$ cat config.mk
export PLATFORM = sky130hd
export DESIGN_NAME = fp_pipe_stage
export DESIGN_NICKNAME = d
export VERILOG_FILES = /design/src/rtl/fp_pipe_pkg.sv /design/src/rtl/fp_pipe_cell.sv /design/src/rtl/fp_pipe_stage.sv
export SDC_FILE = /design/constraint.sdc
export NUM_CORES = 1
export LEC_CHECK = 0
export ABC_AREA = 1
export BUFFER_PORTS_ARGS = -buffer_cell sky130_fd_sc_hd__buf_2
export CAP_MARGIN = 20
export CORE_ASPECT_RATIO = 1.2
export CORE_MARGIN = 1.5
export CORE_UTILIZATION = 56
export DETAILED_ROUTE_END_ITERATION = 10
export HOLD_SLACK_MARGIN = 0.12
export PLACE_DENSITY = 0.78
export SETUP_SLACK_MARGIN = 0.05
export SLEW_MARGIN = 20
export SYNTH_ARGS = -nofsm -noshare
export SYNTH_HDL_FRONTEND = slang
export SYNTH_HIERARCHICAL = 1
export SYNTH_SLANG_ARGS = --single-unit
$ cat constraint.sdc
create_clock -name Clk -period 2 [get_ports Clk]
set_input_delay 0.2 -clock Clk [delete_from_list [all_inputs] [get_ports Clk]]
set_output_delay 0.2 -clock Clk [all_outputs]
set_load 0.1 [all_outputs]
$ cat src/rtl/fp_pipe_pkg.sv
// Shared types and helpers for the floating-point adder pipeline registers.
// Stage valid vectors are sized for the deepest supported pipe.
package fp_pipe_pkg;

  localparam int FP_W      = 32;
  localparam int MAX_DEPTH = 32;

  typedef logic [MAX_DEPTH-1:0] stage_vec_t;

  // Never returns zero, so a 1-deep pipe still gets a 1-bit counter.
  function automatic int clog2_safe(input int n);
    return (n <= 2) ? 1 : $clog2(n);
  endfunction

  function automatic int popcount(input stage_vec_t v);
    int c;
    c = 0;
    for (int i = 0; i < MAX_DEPTH; i++)
      c = c + int'(v[i]);
    return c;
  endfunction

endpackage

$ cat src/rtl/fp_pipe_cell.sv
// One elastic pipeline stage: valid/data registers and its ready term.
// The kill input clears the valid bit but keeps the data register.
module fp_pipe_cell
  import fp_pipe_pkg::*;
#(
  parameter int WIDTH = FP_W
) (
  input  logic             Clk,
  input  logic             Clear_n,
  input  logic             kill,
  input  logic             src_v,
  input  logic [WIDTH-1:0] src_d,
  input  logic             nxt_r,
  output logic             v,
  output logic [WIDTH-1:0] d,
  output logic             r,
  output logic             v_next
);

  // An empty stage always accepts, which closes bubbles during stalls.
  assign r = ~v | nxt_r;

  always_comb begin
    v_next = v;
    if (!Clear_n || kill)
      v_next = 1'b0;
    else if (r)
      v_next = src_v;
  end

  always_ff @(posedge Clk) begin
    if (!Clear_n) begin
      v <= 1'b0;
      d <= '0;
    end else begin
      v <= v_next;
      if (!kill && r && src_v)
        d <= src_d;
    end
  end

endmodule

$ cat src/rtl/fp_pipe_stage.sv
// Elastic DEPTH x WIDTH pipeline register with valid/ready handshake.
// Optional macro FP_PIPE_FLUSH_EN adds a flush input that drops all items.
module fp_pipe_stage
  import fp_pipe_pkg::*;
#(
  parameter int WIDTH = FP_W,
  parameter int DEPTH = 2,
  parameter int CNT_W = clog2_safe(DEPTH + 1)
) (
  input  logic             Clk,
  input  logic             Clear_n,
`ifdef FP_PIPE_FLUSH_EN
  input  logic             flush,
`endif
  input  logic             in_valid,
  output logic             in_ready,
  input  logic [WIDTH-1:0] in_data,
  output logic             out_valid,
  input  logic             out_ready,
  output logic [WIDTH-1:0] out_data,
  output logic [CNT_W-1:0] occupancy
);

  if (DEPTH < 1 || DEPTH > MAX_DEPTH) begin : g_bad_depth
    $error("fp_pipe_stage: DEPTH out of range");
  end

  logic kill;
`ifdef FP_PIPE_FLUSH_EN
  assign kill = flush;
`else
  assign kill = 1'b0;
`endif

  logic [DEPTH-1:0] v;
  logic [DEPTH-1:0] v_next;
  logic [WIDTH-1:0] d [DEPTH];

  // Ready travels per-stage so the chain is not one looped vector.
  for (genvar k = 0; k < DEPTH; k++) begin : g_stage
    logic             r_k;
    logic             nxt_r;
    logic             src_v;
    logic [WIDTH-1:0] src_d;

    if (k == 0) begin : g_head
      assign src_v = in_valid;
      assign src_d = in_data;
    end else begin : g_link
      assign src_v = v[k-1];
      assign src_d = d[k-1];
    end

    if (k == DEPTH - 1) begin : g_tail
      assign nxt_r = out_ready;
    end else begin : g_mid
      assign nxt_r = g_stage[k+1].r_k;
    end

    fp_pipe_cell #(
      .WIDTH(WIDTH)
    ) u_cell (
      .Clk    (Clk),
      .Clear_n(Clear_n),
      .kill   (kill),
      .src_v  (src_v),
      .src_d  (src_d),
      .nxt_r  (nxt_r),
      .v      (v[k]),
      .d      (d[k]),
      .r      (r_k),
      .v_next (v_next[k])
    );
  end

  assign in_ready  = g_stage[0].r_k;
  assign out_valid = v[DEPTH-1];
  assign out_data  = d[DEPTH-1];

  stage_vec_t vn_ext;
  assign vn_ext = stage_vec_t'(v_next);

  always_ff @(posedge Clk) begin
    if (!Clear_n)
      occupancy <= '0;
    else
      occupancy <= CNT_W'(popcount(vn_ext));
  end

endmodule

## Word-level counts from Yosys, hierarchy flattened

Cells that the tools add are included.

- Flip-flop bits (word level): 68
- Output and inout bits: 36
- Word-level logic and storage cells: 16

- $add $sub $neg: 1
- Multiplexer cells: 4
- Bitwise gates (word level): 4
- Reductions and logical operators: 2

Operators with widths:

| cell | count |
|---|---|
| $mux W1 | 4 |
| $add A1 B1 Y2 | 1 |
| $logic_and A1 B1 Y1 | 2 |
| $not A1 Y1 | 2 |
| $or A1 B1 Y1 | 2 |

## Longest topological paths before layout

Gate-level depths: netlist (run 1).

- Depth in word-level cells: 6
- Depth in mapped cells: 11

## Modules after synthesis

The synthesis (run 1) kept the hierarchy.

By module, submodules not included:

| module | times used | cells an instance | area each (µm²) | seq. area each (µm²) |
|---|---|---|---|---|
| fp_pipe_cell | 2 | 218 | 1552.7 | 660.6 |
| fp_pipe_stage | 1 | 8 | 71.3 | 40.0 |

## Worst setup path before layout (run 1)

Ideal clock, no wire load.

- Path kind: register -> register
- Start: register g_stage[1].u_cell.v
- End: register g_stage[0].u_cell.d[13]
- Data arrival time: 2165 ps
- Path slack: -280 ps
- Stages on the path, launching flop included: 10
- Buffers on the path: 4
- Clock period less this slack: 2280 ps
- Path through: dfxtp_1 > nand2_1 > buf_4 > buf_4 > inv_2 > nand2_1 > buf_4 > buf_4 > a21oi_1 > nor2_1

- Word-level cells in the longest chain between the ends: 4

Ends and longest elaborated chain:

| element | line | text |
|---|---|---|
| start: declaration | fp_pipe_cell.sv:14 | `output logic v,` |
| start signal: assignment | fp_pipe_cell.sv:36 | `v <= v_next;` |
| $not A1 Y1 | fp_pipe_cell.sv:21 | `assign r = ~v \| nxt_r;` |
| $or A1 B1 Y1 | fp_pipe_cell.sv:21 |  |
| net g_stage[0].nxt_r | fp_pipe_stage.sv:42 | `logic nxt_r;` |
| $or A1 B1 Y1 | fp_pipe_cell.sv:21 |  |
| net in_ready | fp_pipe_stage.sv:16 | `output logic in_ready,` |
| $logic_and A1 B1 Y1 | fp_pipe_cell.sv:37 | `if (!kill && r && src_v)` |
| end signal: assignment | fp_pipe_cell.sv:38 | `d <= src_d;` |
| end: declaration | fp_pipe_cell.sv:15 | `output logic [WIDTH-1:0] d,` |

The timed path passes the listed nets, and every way through them passes these cells.
A chain may end at the register's enable or synchronous reset.

## Worst setup path after layout (run 1)

- Start: register g_stage[1].u_cell.v
- End: output in_ready

- Word-level cells in the longest chain between the ends: 3

Ends and longest elaborated chain:

| element | line |
|---|---|
| $not A1 Y1 | fp_pipe_cell.sv:21 |
| $or A1 B1 Y1 | fp_pipe_cell.sv:21 |
| net g_stage[0].nxt_r | fp_pipe_stage.sv:42 |
| $or A1 B1 Y1 | fp_pipe_cell.sv:21 |
| end: declaration | fp_pipe_stage.sv:16 |

The timed path passes the listed nets, and every way through them passes these cells.

==> results.json, run 1 <==
{
  "n_antenna_cell": 0,
  "ys_seq_elements": 68,
  "io_buffer_count": 71,
  "dpl.cell_count": 554,
  "grt-ovfl-total": 0,
  "cts_max_path_buffers": 2,
  "drcViolationCount": 4,
  "avgSynthCellArea_um2": 7.155,
  "tritoncts": "yes",
  "register_area_mm2": 0.001363,
  "grt_max_degree": 65,
  "hp-class": "in -> reg",
  "grt_pass1_wl_um": 10270,
  "post-route-period-util": 0.8075,
  "drv_slew": 0,
  "synth_area_mm2": 0.003177,
  "place_hpwl_um": 3718,
  "cts_buffers": 9,
  "worstRegToRegCells": 5,
  "setup_viol": 0,
  "tns_ps": 0,
  "area_growth_pct": 13.86,
  "power_leakage_nw": 1.858,
  "cp_slowest_stage_delay_ps": 350,
  "ctsResizeCount": 0,
  "cts_htree_levels": 3,
  "worst_pin_slew_ps": 660.7,
  "fmaxAchievable_mhz": 619.2,
  "die_area_mm2": 0.006135,
  "p_per_area_mw_per_mm2": 836.3,
  "endpoint_kind": "primary output",
  "ys_async_sr_fraction": 0,
  "vdd_ir_drop_max_mv": 0.4883,
  "cts-root-buf": "clkbuf_8",
  "cts_setup_buffers": 0,
  "crit_type": "reg -> out",
  "startpoint": "g_stage[1].u_cell/v",
  "path_clk_slew_ps": 70,
  "violations": "design-rule violations",
  "required_ps": 1800,
  "vias": 2772,
  "synth_ff_type": "dfxtp_1",
  "antenna_found_initial": 0,
  "cap_violations": 0,
  "antenna_left": 0,
  "post_drt_wl_per_cell_um": 10.74,
  "drive_above_1_share": 0.2075,
  "ys_warn_count": 6,
  "instances_no_fill": 568,
  "fin_util": 0.6736,
  "total_power_mw": 3.025,
  "die_y_um": 85.51,
  "ys_seq_area_frac": 0.4285,
  "nets": 540,
  "insertion_delay_ps": 340,
  "hold_viol_final": 0,
  "reg2reg_slack_ps": 600,
  "rr_endpoint": "g_stage[1].u_cell/d[30]",
  "hold_buffers": 0,
  "period_needed_ps": 1615,
  "grt_pass1_vias": 2440,
  "coreArea_mm2": 0.005370,
  "switching_share": 0.2787,
  "pin_count": 72,
  "multi_input_area_mm2": 0.001276,
  "crit_fanout": 36,
  "slew_headroom": 0.5596,
  "rsz0062_at_grt": "false",
  "p_seq_frac": 0.482,
  "rows": 29,
  "synth.distinct_cells": 17,
  "grt_usage": 0.2099,
  "comb_power_share": 0.155,
  "cp.arrival_ps": 1410,
  "initial_core_util": 0.5916,
  "gp_congestion": 0.7606,
  "final_cell_mix": "inv_1, buf_2, dfxtp_1",
  "syn_inst": 444,
  "finClkSkew_ps": 6.916,
  "worstSetupEndpoint": "in_ready",
  "clkPwrFrac": 0.363,
  "synth_edf_count": 0,
  "critPathLaunchType": "flip-flop",
  "cts.sinks": 68,
  "cp_common_cell": "nand2_2",
  "crit_chain": "nand2_2 -> inv_2 -> nand2_2 -> buf_4 -> buf_12",
  "regToRegStartpoint": "g_stage[1].u_cell/v",
  "wl_um": 6100,
  "num-fill-cells": 489,
  "dr.pass1.iters": 10,
  "vias_per_cell": 4.880,
  "status": "complete, but fails checks",
  "slowest_stage": "buf_4",
  "fp.dieW_um": 71.76,
  "first_iter_violations": 189,
  "p_sw_uw": 843.2,
  "internal_power_mw": 2.182
}
cells by family (layout without fill, tap and decap cells):
kind of cell,after synthesis,in the layout,share of synthesized area
DFF,68,68,0.4285
adders and majority gates,1,1,0.003938
and+or+nand+nor,202,202,0.2757
AOI/OAI and AO/OA,66,66,0.1134
buffers and inverters,106,163,0.1772
other,1,6,0.001180
metrics by stage:
step | instance area (um2) | hold slack, ps | setup WS (ps)
4_1_cts | 3617 | 166.7 | 372.3
6_report | 3617 | 174.1 | 385.1
3_3_place_gp | 3427 | 454.1 | 679.8
5_1_grt | 3617 | 197.9 | 312.1
3_5_place_dp | 3427 | 462.8 | 612.4
2_1_floorplan | 3197 | 293.5 | 55.14
synth_stat cells, types with 4 or more instances:
cell type  number  share of area
a21oi_2         8          0.022
a21oi_1        58          0.091
buf_2           6         0.0095
dfxtp_1        68           0.43
inv_1          70          0.083
nor2_1         64          0.076
nand3_1        64           0.10
nor3_1          4         0.0063
buf_6           6          0.021
clkbuf_8        6          0.026
buf_4          14          0.033
nand2_1        68          0.080
power by group through the flow:
stage	logic [mW]	registers (mW)	clock network, mW
floorplan	0.227	1.65	0
global placement	0.463	1.48	0
detailed placement	0.470	1.49	0
CTS	0.472	1.46	1.13
global route	0.518	1.46	1.18
finish	0.470	1.46	1.10
worst min-delay path by stage:
stage / startpoint / to / slack, ps / cells after the start
5_1_grt: in_data[11] / g_stage[0].u_cell/d[11] / 200 / 5
6_report: in_data[23] / g_stage[0].u_cell/d[23] / 170 / 5
4_1_cts: in_data[23] / g_stage[0].u_cell/d[23] / 170 / 5
2_1_floorplan: Clear_n / occupancy[1] / 290 / 2
3_5_place_dp: g_stage[1].u_cell/d[28] / g_stage[1].u_cell/d[28] / 460 / 2
3_3_place_gp: g_stage[1].u_cell/d[9] / g_stage[1].u_cell/d[9] / 450 / 2
per-layer routing:
| layer | wire length [um] | track usage | vias to the layer above |
|---|---|---|---|
| li1 | - | - | 1485 |
| met1 | 2778 | 0.2459 | 1205 |
| met2 | 2922 | 0.3645 | 72 |
| met3 | 293 | 0.03995 | 10 |
| met4 | 105 | 0.1029 | 0 |
| met5 | 0 | 0 | - |
cell type report:
cell class,count,area share
inverters,72,0.07471
flip-flops and latches,68,0.3767
well taps,62,0.02145
multi-input cells,275,0.3528
repair buffers,77,0.1218
clock inverters,2,0.009685
clock buffers,12,0.04289
sequential cells by signal, summed over array words and instances (netlist names):
name              cells
g_stage.u_cell/d     64
g_stage.u_cell/v      2
occupancy             2
critical path, delay by kind of cell, from the launching register on:
kind / cells / cell delay (ps)
buffers and inverters: 3 / 620
DFF: 1 / 330
and+or+nand+nor: 2 / 120
Note: power is estimated with default switching activity, not from simulation.
==> inputs of run 2 (changes only) <==
--- a/config.mk
+++ b/config.mk
@@ -5,15 +5,15 @@
 export SDC_FILE = /design/constraint.sdc
 export NUM_CORES = 1
 export LEC_CHECK = 0
-export ABC_AREA = 1
+export ABC_AREA = 0
 export BUFFER_PORTS_ARGS = -buffer_cell sky130_fd_sc_hd__buf_2
 export CAP_MARGIN = 20
 export CORE_ASPECT_RATIO = 1.2
 export CORE_MARGIN = 1.5
-export CORE_UTILIZATION = 56
+export CORE_UTILIZATION = 47
 export DETAILED_ROUTE_END_ITERATION = 10
 export HOLD_SLACK_MARGIN = 0.12
-export PLACE_DENSITY = 0.78
+export PLACE_DENSITY = 0.71
 export SETUP_SLACK_MARGIN = 0.05
 export SLEW_MARGIN = 20
 export SYNTH_ARGS = -nofsm -noshare
==> constraint.sdc (replaced) <==
create_clock -name Clk -period 1.3 [get_ports Clk]
set_input_delay 0.13 -clock Clk [delete_from_list [all_inputs] [get_ports Clk]]
set_output_delay 0.13 -clock Clk [all_outputs]
set_load 0.1 [all_outputs]
==> results.json, run 2 <==
{
  "instances_no_fill": 504,
  "synth.distinct_cells": 16,
  "drv_slew": 0,
  "cap_violations": 0,
  "endpoint_kind": "flip-flop",
  "grt_max_degree": 57,
  "synth_edf_count": 0,
  "required_ps": 1570,
  "ys_seq_elements": 68,
  "critPathLaunchType": "flip-flop",
  "p_per_area_mw_per_mm2": 1135,
  "antenna_found_initial": 0,
  "drcViolationCount": 0,
  "cts-root-buf": "clkbuf_8",
  "worstRegToRegCells": 6,
  "cts_htree_levels": 3,
  "synth.most_common_cell": "nand2_1",
  "gp_congestion": 0.7112,
  "post-route-period-util": 1.097,
  "rows": 30,
  "vdd_ir_drop_max_mv": 0.7299,
  "p_seq_frac": 0.461,
  "min_from": "in_valid",
  "fin_ws_ps": -125.6,
  "p_sw_mw": 1.104,
  "cts.sinks": 68,
  "syn_inst": 298,
  "avgSynthCellArea_um2": 9.451,
  "path_clk_slew_ps": 80,
  "synth_area_mm2": 0.002816,
  "ys_seq_area_frac": 0.4833,
  "reg_top3": "g_stage.u_cell/d (64), g_stage.u_cell/v (2), occupancy (2)",
  "first_iter_violations": 111,
  "die_y_um": 87.80,
  "violations": "negative setup slack",
  "tritoncts": "yes",
  "vias": 2324,
  "crit_fanout": 6,
  "post_drt_wl_per_cell_um": 12.90,
  "coreArea_mm2": 0.005705,
  "hold_viol_final": 0,
  "crit_type": "reg -> reg",
  "io_buffer_count": 71,
  "n_antenna_cell": 0,
  "grt_pass1_wl_um": 9515,
  "rsz0062_at_grt": "true",
  "setup_viol": 66,
  "finClkSkew_ps": 8.446,
  "fp.dieW_um": 73.67,
  "hp-class": "in -> reg",
  "synthTopCellsByCount": "nand2_1, dfxtp_1, mux2i_1",
  "largest_reg_flops": 64,
  "yosysTopAreaCell": "dfxtp_1",
  "cp.arrival_ps": 1690,
  "yosysTopAreaCellShare": 0.4833,
  "internal_power_mw": 3.606,
  "synth_ff_type": "dfxtp_1",
  "clkPwrFrac": 0.423,
  "reg2reg_slack_ps": -130,
  "grt_usage": 0.1916,
  "regToRegStartpoint": "g_stage[1].u_cell/v",
  "min_to": "g_stage[0].u_cell/v",
  "dpl.cell_count": 442,
  "cts_max_path_buffers": 2,
  "tns_ps": -4842,
  "dr.pass1.iters": 4,
  "cts_buffers": 9,
  "grt-ovfl-total": 0,
  "place_hpwl_um": 3358,
  "rr_endpoint": "g_stage[1].u_cell/d[10]",
  "switching_share": 0.2345,
  "comb_power_share": 0.116,
  "initial_core_util": 0.4936,
  "status": "complete, but fails checks",
  "ys_warn_count": 6,
  "synth.area.top_cells": "dfxtp_1, mux2i_1, nand2_1, buf_12, clkbuf_1",
  "ys_async_sr_fraction": 0,
  "antenna_left": 0,
  "grt_pass1_vias": 2165,
  "insertion_delay_ps": 340,
  "die_area_mm2": 0.006468,
  "power_leakage_nw": 1.716,
  "pin_count": 72,
  "whs_path_depth": 3,
  "vias_per_cell": 4.611,
  "top_register": "g_stage.u_cell/d",
  "mostFrequentLayoutCell": "nand2_1",
  "area_growth_pct": 47.40,
  "drive_above_1_share": 0.2830,
  "wl_um": 6504,
  "final_cell_mix": "nand2_1, dfxtp_1, mux2i_1",
  "period_needed_ps": 1426,
  "nets": 456,
  "fmaxAchievable_mhz": 701.5
}
[run 2: kinds of logic after synthesis]
logic type / count (synthesis) / synth area share
adders and majority gates: 1 / 0.004442
other: 1 / 0.001331
DFF: 68 / 0.4833
and+or+nand+nor: 140 / 0.2070
muxes: 64 / 0.2275
buffers and inverters: 24 / 0.07641
[run 2: metrics by stage]
stage          utilization  total power, mW  hold slack [ps]  instance area, um2  setup slack [ps]
2_1_floorplan            -            2.506            251.7                2839            -116.0
3_3_place_gp        0.5682            2.592            380.0                3242            -95.70
3_5_place_dp        0.5682            2.599            386.4                3242            -144.6
4_1_cts             0.6866            4.687            149.4                3918            -98.35
5_1_grt             0.7276            4.892            169.8                4151            -172.3
6_report            0.7276            4.710            154.7                4151            -125.6
[run 2: layout make-up]
class,count,area [um2]
clock buffer,11,151.4
timing repair buffer,127,1160
clock inverter,5,83.83
sequential,68,1365
multi-input combinational,211,1284
tap,80,100.1
fill,440,1554
inverter,2,7.507
[run 2: timing repair]
item                                    CTS  global route
pin swaps                                 2             1
hold endpoints to repair                 36             0
gates resized for setup                  13            29
cloned                                    2             6
endpoints found under the setup margin   72            90
hold buffers                             33             0
setup buffers                             3             2
[run 2: critical path: stages (launching register included)]
cell and delay, ps:
dfxtp_4 340, nor2b_4 120, buf_4 130, nor3b_4 220
buf_6 180, clkbuf_16 170, mux2i_1 190
[run 2: layer usage]
layer | vias up | global-route usage | share of wire
met5 | - | 0 | 0
met2 | 44 | 0.3391 | 0.51
met4 | 0 | 0.05556 | 0.0092
met3 | 6 | 0.05524 | 0.038
met1 | 1083 | 0.2226 | 0.44
li1 | 1191 | - | -
[run 2: how the worst max path moves through the flow]
stage,from,end,depth (start not counted)
floorplan,g_stage[1].u_cell/v,in_ready,4
global placement,g_stage[1].u_cell/v,occupancy[0],7
detailed placement,g_stage[1].u_cell/v,occupancy[0],7
CTS,g_stage[1].u_cell/v,in_ready,5
global route,g_stage[1].u_cell/v,g_stage[1].u_cell/d[30],6
finish,g_stage[1].u_cell/v,g_stage[1].u_cell/d[10],6
[run 2: power by group through the flow]
stage | Sequential (mW) | Combinational, mW | Clock [mW]
floorplan | 2.27 | 0.233 | 0
global placement | 2.21 | 0.377 | 0
detailed placement | 2.22 | 0.383 | 0
CTS | 2.17 | 0.495 | 2.02
global route | 2.18 | 0.588 | 2.13
finish | 2.17 | 0.548 | 1.99
